--- src/rtl/mux_pkg.sv ---
// Shared types for the scan_mux slice: controller states and mode encodings.
package mux_pkg;

  typedef enum logic [1:0] {
    IDLE   = 2'd0,
    MANUAL = 2'd1,
    SCAN   = 2'd2
  } state_t;

  localparam logic MODE_MANUAL = 1'b0;
  localparam logic MODE_SCAN   = 1'b1;

endpackage

--- src/rtl/scan_ctr.sv ---
// Scan position tracker: current channel, dwell counter, clear-on-entry and
// detection of the first output of a new pass after a wrap.
module scan_ctr #(
  parameter  int CHANNELS = 4,
  parameter  int DWELL_W  = 8,
  localparam int SEL_W    = $clog2(CHANNELS)
) (
  input  logic               clk,
  input  logic               rst,
  input  logic               i_step,
  input  logic               i_clear,
  input  logic [DWELL_W-1:0] i_dwell,
  output logic [SEL_W-1:0]   o_cur,
  output logic               o_wrap
);

  localparam logic [SEL_W-1:0] LAST_CH = SEL_W'(CHANNELS - 1);

  logic [SEL_W-1:0]   r_cur;
  logic [DWELL_W-1:0] r_cnt;
  logic               r_wrapped;
  logic [SEL_W-1:0]   w_cur;
  logic [DWELL_W-1:0] w_cnt;

  // On entry the stale position is ignored so the entry cycle itself shows channel 0.
  assign w_cur = i_clear ? '0 : r_cur;
  assign w_cnt = i_clear ? '0 : r_cnt;

  always_ff @(posedge clk) begin
    if (rst) begin
      r_cur     <= '0;
      r_cnt     <= '0;
      r_wrapped <= 1'b0;
    end else if (i_step) begin
      if (w_cnt >= i_dwell) begin
        r_cnt     <= '0;
        r_cur     <= (w_cur == LAST_CH) ? '0 : w_cur + 1'b1;
        r_wrapped <= (w_cur == LAST_CH);
      end else begin
        r_cnt     <= w_cnt + 1'b1;
        r_cur     <= w_cur;
        r_wrapped <= 1'b0;
      end
    end
  end

  assign o_cur  = w_cur;
  // r_wrapped marks that the channel now selected is the first one after a wrap.
  assign o_wrap = i_step && !i_clear && r_wrapped;

endmodule

--- src/rtl/scan_mux.sv ---
// Registered N-channel W-bit mux with manual select and dwell-timed scanning;
// every output word is tagged with the channel that produced it.
module scan_mux import mux_pkg::*; #(
  parameter  int WIDTH    = 4,
  parameter  int CHANNELS = 4,
  parameter  int DWELL_W  = 8,
  localparam int SEL_W    = $clog2(CHANNELS)
) (
  input  logic                      clk,
  input  logic                      rst,
  input  logic                      en,
  input  logic                      mode,
  input  logic [SEL_W-1:0]          sel,
  input  logic [DWELL_W-1:0]        dwell,
  input  logic [CHANNELS*WIDTH-1:0] d,
  output logic [WIDTH-1:0]          y,
  output logic [SEL_W-1:0]          y_ch,
  output logic                      y_valid,
  output logic                      wrap
);

  state_t             r_state;
  state_t             w_state_next;
  logic               w_scan_step;
  logic               w_scan_clear;
  logic [SEL_W-1:0]   w_cur;
  logic               w_wrap;
  logic [SEL_W-1:0]   w_sel_clamped;
  logic [SEL_W-1:0]   w_ch;
  logic [WIDTH-1:0]   w_data;
  logic [WIDTH-1:0]   w_slice [CHANNELS];
  logic [WIDTH-1:0]   r_y;
  logic [SEL_W-1:0]   r_y_ch;
  logic               r_y_valid;
  logic               r_wrap;

  always_comb begin
    w_state_next = r_state;
    if (en) w_state_next = (mode == MODE_MANUAL) ? MANUAL : SCAN;
  end

  // The incoming mode, not the registered state, governs this cycle's output.
  assign w_scan_step  = en && (mode == MODE_SCAN);
  assign w_scan_clear = w_scan_step && (r_state != SCAN);

  scan_ctr #(
    .CHANNELS (CHANNELS),
    .DWELL_W  (DWELL_W)
  ) u_scan_ctr (
    .clk     (clk),
    .rst     (rst),
    .i_step  (w_scan_step),
    .i_clear (w_scan_clear),
    .i_dwell (dwell),
    .o_cur   (w_cur),
    .o_wrap  (w_wrap)
  );

  assign w_sel_clamped = (int'(sel) >= CHANNELS) ? SEL_W'(CHANNELS - 1) : sel;
  assign w_ch          = (mode == MODE_SCAN) ? w_cur : w_sel_clamped;

  generate
    for (genvar gi = 0; gi < CHANNELS; gi++) begin : g_slice
      assign w_slice[gi] = d[gi*WIDTH +: WIDTH];
    end
  endgenerate

  always_comb begin
    w_data = '0;
    for (int k = 0; k < CHANNELS; k++) begin
      if (w_ch == SEL_W'(k)) w_data = w_slice[k];
    end
  end

  always_ff @(posedge clk) begin
    if (rst) begin
      r_state   <= IDLE;
      r_y       <= '0;
      r_y_ch    <= '0;
      r_y_valid <= 1'b0;
      r_wrap    <= 1'b0;
    end else begin
      r_state <= w_state_next;
      if (en) begin
        r_y       <= w_data;
        r_y_ch    <= w_ch;
        r_y_valid <= 1'b1;
        r_wrap    <= w_wrap;
      end else begin
        r_y_valid <= 1'b0;
        r_wrap    <= 1'b0;
      end
    end
  end

  assign y       = r_y;
  assign y_ch    = r_y_ch;
  assign y_valid = r_y_valid;
  assign wrap    = r_wrap;

endmodule

--- config.mk ---
export PLATFORM = sky130hd
export DESIGN_NAME = scan_mux
export DESIGN_NICKNAME = d
export VERILOG_FILES = /design/src/rtl/mux_pkg.sv /design/src/rtl/scan_ctr.sv /design/src/rtl/scan_mux.sv
export SDC_FILE = /design/constraint.sdc
export NUM_CORES = 1
export LEC_CHECK = 0
export BUFFER_PORTS_ARGS = -buffer_cell sky130_fd_sc_hd__buf_4
export CORE_AREA = 8 8 61 63
export CTS_CLUSTER_SIZE = 28
export DETAILED_ROUTE_END_ITERATION = 7
export DIE_AREA = 0 0 69 71
export PLACE_DENSITY = 0.76
export SKIP_CTS_REPAIR_TIMING = 1
export SLEW_MARGIN = 10
export SYNTH_ARGS = -nofsm -noshare
export SYNTH_HDL_FRONTEND = slang
export SYNTH_SLANG_ARGS = --single-unit
--- constraint.sdc ---
create_clock -name clk -period 3.37 [get_ports clk]
set_input_delay 0.1685 -clock clk [delete_from_list [all_inputs] [get_ports clk]]
set_output_delay 0.1685 -clock clk [all_outputs]
set_load 0.05 [all_outputs]
# After elaboration in Yosys (flattened, before gate mapping)
# Cells that the tools add are included.
[word_totals] ff_bits=21 latchBits=0 ram_bits=0 mem_bits_ro=0 in_bits=30 output_inout_bits=8 wordCells=37 memories=0
[classes] add_sub_neg=2 multipliers=0 div=0 magnitude_cmp=1 n_eq_ne=5 shifts=0 n_mux=13 n_bitwise=1 reduce_logical=7
[op_table] cell="4-bit 2-to-1 mux" count=4
[op_table] cell="8-bit 2-to-1 mux" count=2
[op_table] cell="2-bit 2-to-1 mux" count=5
[op_table] cell="8-bit by 1-bit adder with 8-bit output, second input constant" count=1
[op_table] cell="8-bit greater-or-equal comparator" count=1
[op_table] cell="2-bit equality test, second input constant" count=3
[op_table] cell="1-bit logical AND" count=4
[op_table] cell="2-bit by 1-bit adder with 2-bit output, second input constant" count=1
[op_table] cell="2-bit by 1-bit equality test with 1-bit output, second input constant" count=1
[op_table] cell="2-bit zero test" count=1
[op_table] cell="1-bit 2-to-1 mux" count=2
[op_table] cell="2-bit != test, second input constant" count=1
[op_table] cell="2-bit OR reduction" count=1
[op_table] cell="1-bit zero test" count=1
[op_table] cell="1-bit NOT" count=1

# Logic depth before layout (Yosys ltp)
[depth] ltp_word=9 ltp_mapped=11 ltp_nobuf=10

# Modules after synthesis
# A second synthesis with hierarchy kept.
[unflattened] hier_cells=165 hier_area_um2=1432.6
[modules_own_cells] module="scan_ctr" instances=1 cells_each=110 area_per_inst_um2=889.6 seq_area_each_um2=220.2
[modules_own_cells] module="scan_mux" instances=1 cells_each=55 area_per_inst_um2=543.0 seq_area_each_um2=200.2

# Worst setup path before layout
# No wires, ideal clock.
[synth_path] kind="reg2reg" from="reg r_state[0]" to="reg u_scan_ctr.r_cur[1]" setup_ns=0.074 arrival_time_ns=2.269 required_ns=3.296 slack_ns=1.027 stages_incl_launch_ff=11 n_path_buf=1 period_less_slack_ns=2.343 path_cell_list="dfxtp_1 nand2b_1 nand2_2 clkbuf_1 and2_1 ha_1 o21a_1 a21oi_1 o31a_4 or4b_1 o21ai_0"
[synth_via] elab_chain_cells=6 elab_cells_between_ends=9 cone_classes="add/sub: 1; order compare: 1; eq/ne: 2; mux: 4; reduce/logical: 1"
[synth_rtl] item="start, declared" line="scan_mux.sv:22" text="state_t r_state;"
[synth_rtl] item="start signal, assigned" line="scan_mux.sv:83" text="r_state <= w_state_next;"
[synth_rtl] item="2-bit != test (*)" line="scan_mux.sv:44" text="assign w_scan_clear = w_scan_step && (r_state != SCAN);"
[synth_rtl] item="1-bit logical AND (*)" line="scan_mux.sv:44"
[synth_rtl] item="branches (longest 3 deep; another with 8-bit greater-or-equal comparator)"
[synth_rtl] item="2-bit 2-to-1 mux (*)" line="scan_ctr.sv:35" text="if (w_cnt >= i_dwell) begin"
[synth_rtl] item="end signal, assigned" line="scan_ctr.sv:37" text="r_cur <= (w_cur == LAST_CH) ? '0 : w_cur + 1'b1;"
[synth_rtl] item="end signal, assigned" line="scan_ctr.sv:41" text="r_cur <= w_cur;"
[synth_rtl] item="end, declared" line="scan_ctr.sv:19" text="logic [SEL_W-1:0] r_cur;"
# Mark *: on every way between the ends.
# A chain may end at the register's enable or synchronous reset.

# Worst setup path after layout
# Same ends and word-level chain as after synthesis.

==> key figures <==
Placed design
  • Placed insts: 224
  • PortBufs: 37
  • HPWL Detailed: 2530 um
  • DP Area: 0.00162 sq mm
  • GPL Wtd Cong: just under 0.8
  • Pre-CTS WS: between 800 and 900 ps

Floorplanning
  • Initial Utilization: between 40% and 50%
  • Die W: 69 um
  • Die area: 0.00490 sq mm
  • Core area: between 0.002 and 0.003 sq mm
  • Row Count: 20
  • Vert. Die Dim: ~71 um
  • IO Pins: 38

Setup path
  • Critical-path cell list: nand2b_1 > nand2_2 > and2_1 > ha_1 > o21a_1 > a21oi_1 > o31a_4 > or4b_1 > o21ai_0
  • Worst Setup Start Kind: flop
  • CP max FO: 19
  • CP Class: reg -> reg
  • CP Data Arrival Time: 2780 ps
  • CP Capture Type: flop
  • CP max-delay cell: or4b_1
  • Critical Path RT: between 3000 and 4000 ps
  • Reg2reg path depth: 9
  • CP peak stage delay: 510 ps

Final layout
  • Share of cells above drive strength 1: 24.1%
  • Finished Cell Area: 0.00165 sq mm
  • Layout Nets: 236
  • Finished Layout Cells: 228
  • Sequential Area: 420 sq um
  • Antenna cells: 0
  • Final Util: 57.8%
  • Footprint of the multi-input gates: 845 sq um
  • Number of fillers in the final layout: about 270
  • P&R area growth vs syn: 20.7%

Drt
  • Drt first pass iters: 4
  • Wirelength per Cell: between 10 and 15 um
  • Total Wirelength: around 3200 um
  • Final ANT Viol Nets: 0
  • Avg Vias per Cell: approximately 5.5
  • DRT iter0 DRCs: 41
  • DR vias: 1263
  • Residual DRC count: 0

Yosys
  • Dominant synthesized flop cell: dfxtp_1
  • Post-synth ARST share: 0%
  • Avg Cell Area, Syn: 8.43 sq um
  • Synthesized net count: 202
  • YS warnings: 0
  • Post-Syn Area: approximately 0.0014 sq mm
  • Seq/Total Area, Yosys: between 30% and 40%
  • Cell variety after synth: 39
  • Post-synthesis register bit count: 21
  • Post-synth EDFFs: 0
  • Cells after Synth: 162

Timing
  • Hold_ws: around 150 ps
  • Final Hold Fails: 0
  • Fin crit share: 75.3%
  • Post-layout min period: 2540 ps
  • RSZ-0062 raised after global routing: false
  • Slew margin rel.: between 20% and 30%
  • Fmax: 394 MHz
  • Clk_skew: ~0.60 ps
  • Setup violations, final: 0
  • Fin worst setup slack: 833 ps
  • Worst-Margin Slew: 1170 ps
  • Slew Limit Fails: 0
  • Setup TNS: 0 ps

GRT
  • Congestion Overflow GR: 0
  • Largest net degree at the start of global routing: 24
  • GRT Overall Usage: 13.3%
  • Initial antenna violation count: 0
  • First-pass GRT wire length: ~5700 um
  • Vias in the first global route: 1362

Worst hold path
  • WHS Path Cells: 2
  • Worst hold path class: in -> reg

Clock network
  • CTS Buf Count: 3
  • Clk_lat worst skew: 300 ps
  • Longest Clk Path Bufs: 2
  • Clock transition at path regs: 120 ps
  • CTS tree: built
  • CTS root buf: clkbuf_4
  • H-tree levels: 1
  • CTS Sinks: 21

Run
  • Maxcap violations: 0

Pwr
  • P_leak: slightly above 0.8 nW
  • P per Cell Area: 301 mW/mm^2
  • IR drop worst, VDD: between 0.2 and 0.25 mV
  • Overall power: 0.496 mW

Status
  • Outcome: complete, no violations
-- cell usage after synthesis, types with 2 or more instances --
cell type  count  area share [%]
o21ai_0        2            0.73
o221ai_1       4             2.6
a22oi_1        2             1.1
nor2b_1        6             2.7
nand4_1        4             1.8
nand2b_1       4             1.8
o211ai_1       3             1.6
and3_1         3             1.4
or4_1          2             1.1
mux2i_1        9             6.6
inv_1         10             2.7
nand2_1       16             4.4
nor3b_1        3             1.6
a21oi_1        9             3.3
and2_1         9             4.1
ha_1          10             9.2
buf_6          2             1.6
a31oi_1        4             1.8
nor2_1         6             1.6
nand3b_1       5             2.7
a211oi_1       2             1.1
nand3_1        5             1.8
dfxtp_1       21              31
nor3_1         3             1.1
or3_1          2            0.92
clkbuf_1       3            0.82
-- state kept, by name, indices dropped and copies added (netlist names) --
name                  flops
u_scan_ctr.r_cnt          8
y                         4
r_state                   2
u_scan_ctr.r_cur          2
y_ch                      2
u_scan_ctr.r_wrapped      1
wrap                      1
y_valid                   1
-- metal layers --
metal	vias up	track usage, %	share of wire [%]
met5	-	0	0
met4	0	7.29	1.3
met3	6	3.50	5.1
met2	30	23.9	52
met1	581	13.7	42
li1	646	-	-
-- placed cells by master (no fill, tap or decap), drive strengths merged, types with 5 or more instances in the layout --
cell type and count:
buf 37, and2 10, ha 10, mux2i 9
nor2b 6, inv 10, nand2 17, dfxtp 21
nor2 6, a21oi 10, nand3b 5, nand3 5
-- layout make-up --
type	count	share of cell area [%]
Clock buffer	3	1.37
Clock inverter	1	0.303
Inverter	10	2.28
Multi-Input combinational cell	123	51.2
Sequential cell	21	25.5
Tap cell	33	2.50
Timing Repair Buffer	37	16.8
-- kinds of logic (layout without fill, tap and decap cells) --
family                     count (synthesis)  in the layout  share of synthesized area (%)
muxes                                      9              9                           6.59
AOI/OAI and AO/OA                         32             32                           16.6
DFF                                       21             21                           30.8
adders and majority gates                 10             10                           9.16
and+or+nand+nor                           72             72                           29.5
buffers and inverters                     18             51                           7.42
-- where the power goes --
part           leakage (nW)  internal [mW]  switching (mW)
clock                0.0177         0.0443          0.0796
combinational         0.623         0.0493          0.0616
sequential            0.171          0.257         0.00489
-- path summary, 6_finish.rpt --
path	end	slack, ps	startpoint
hold / removal	y_ch[1]	150	en
hold reg to reg	wrap	450	u_scan_ctr.r_wrapped
setup reg to reg	u_scan_ctr.r_cur[1]	830	r_state[0]
setup / recovery	u_scan_ctr.r_cur[1]	830	r_state[0]
-- worst max-delay path: cells and delay by family (launching register included) --
family	cells	cell delay [ps]
adders and majority gates	1	270
and+or+nand+nor	4	1130
AOI/OAI and AO/OA	4	700
DFF	1	370
(Power assumes the default switching activity.)
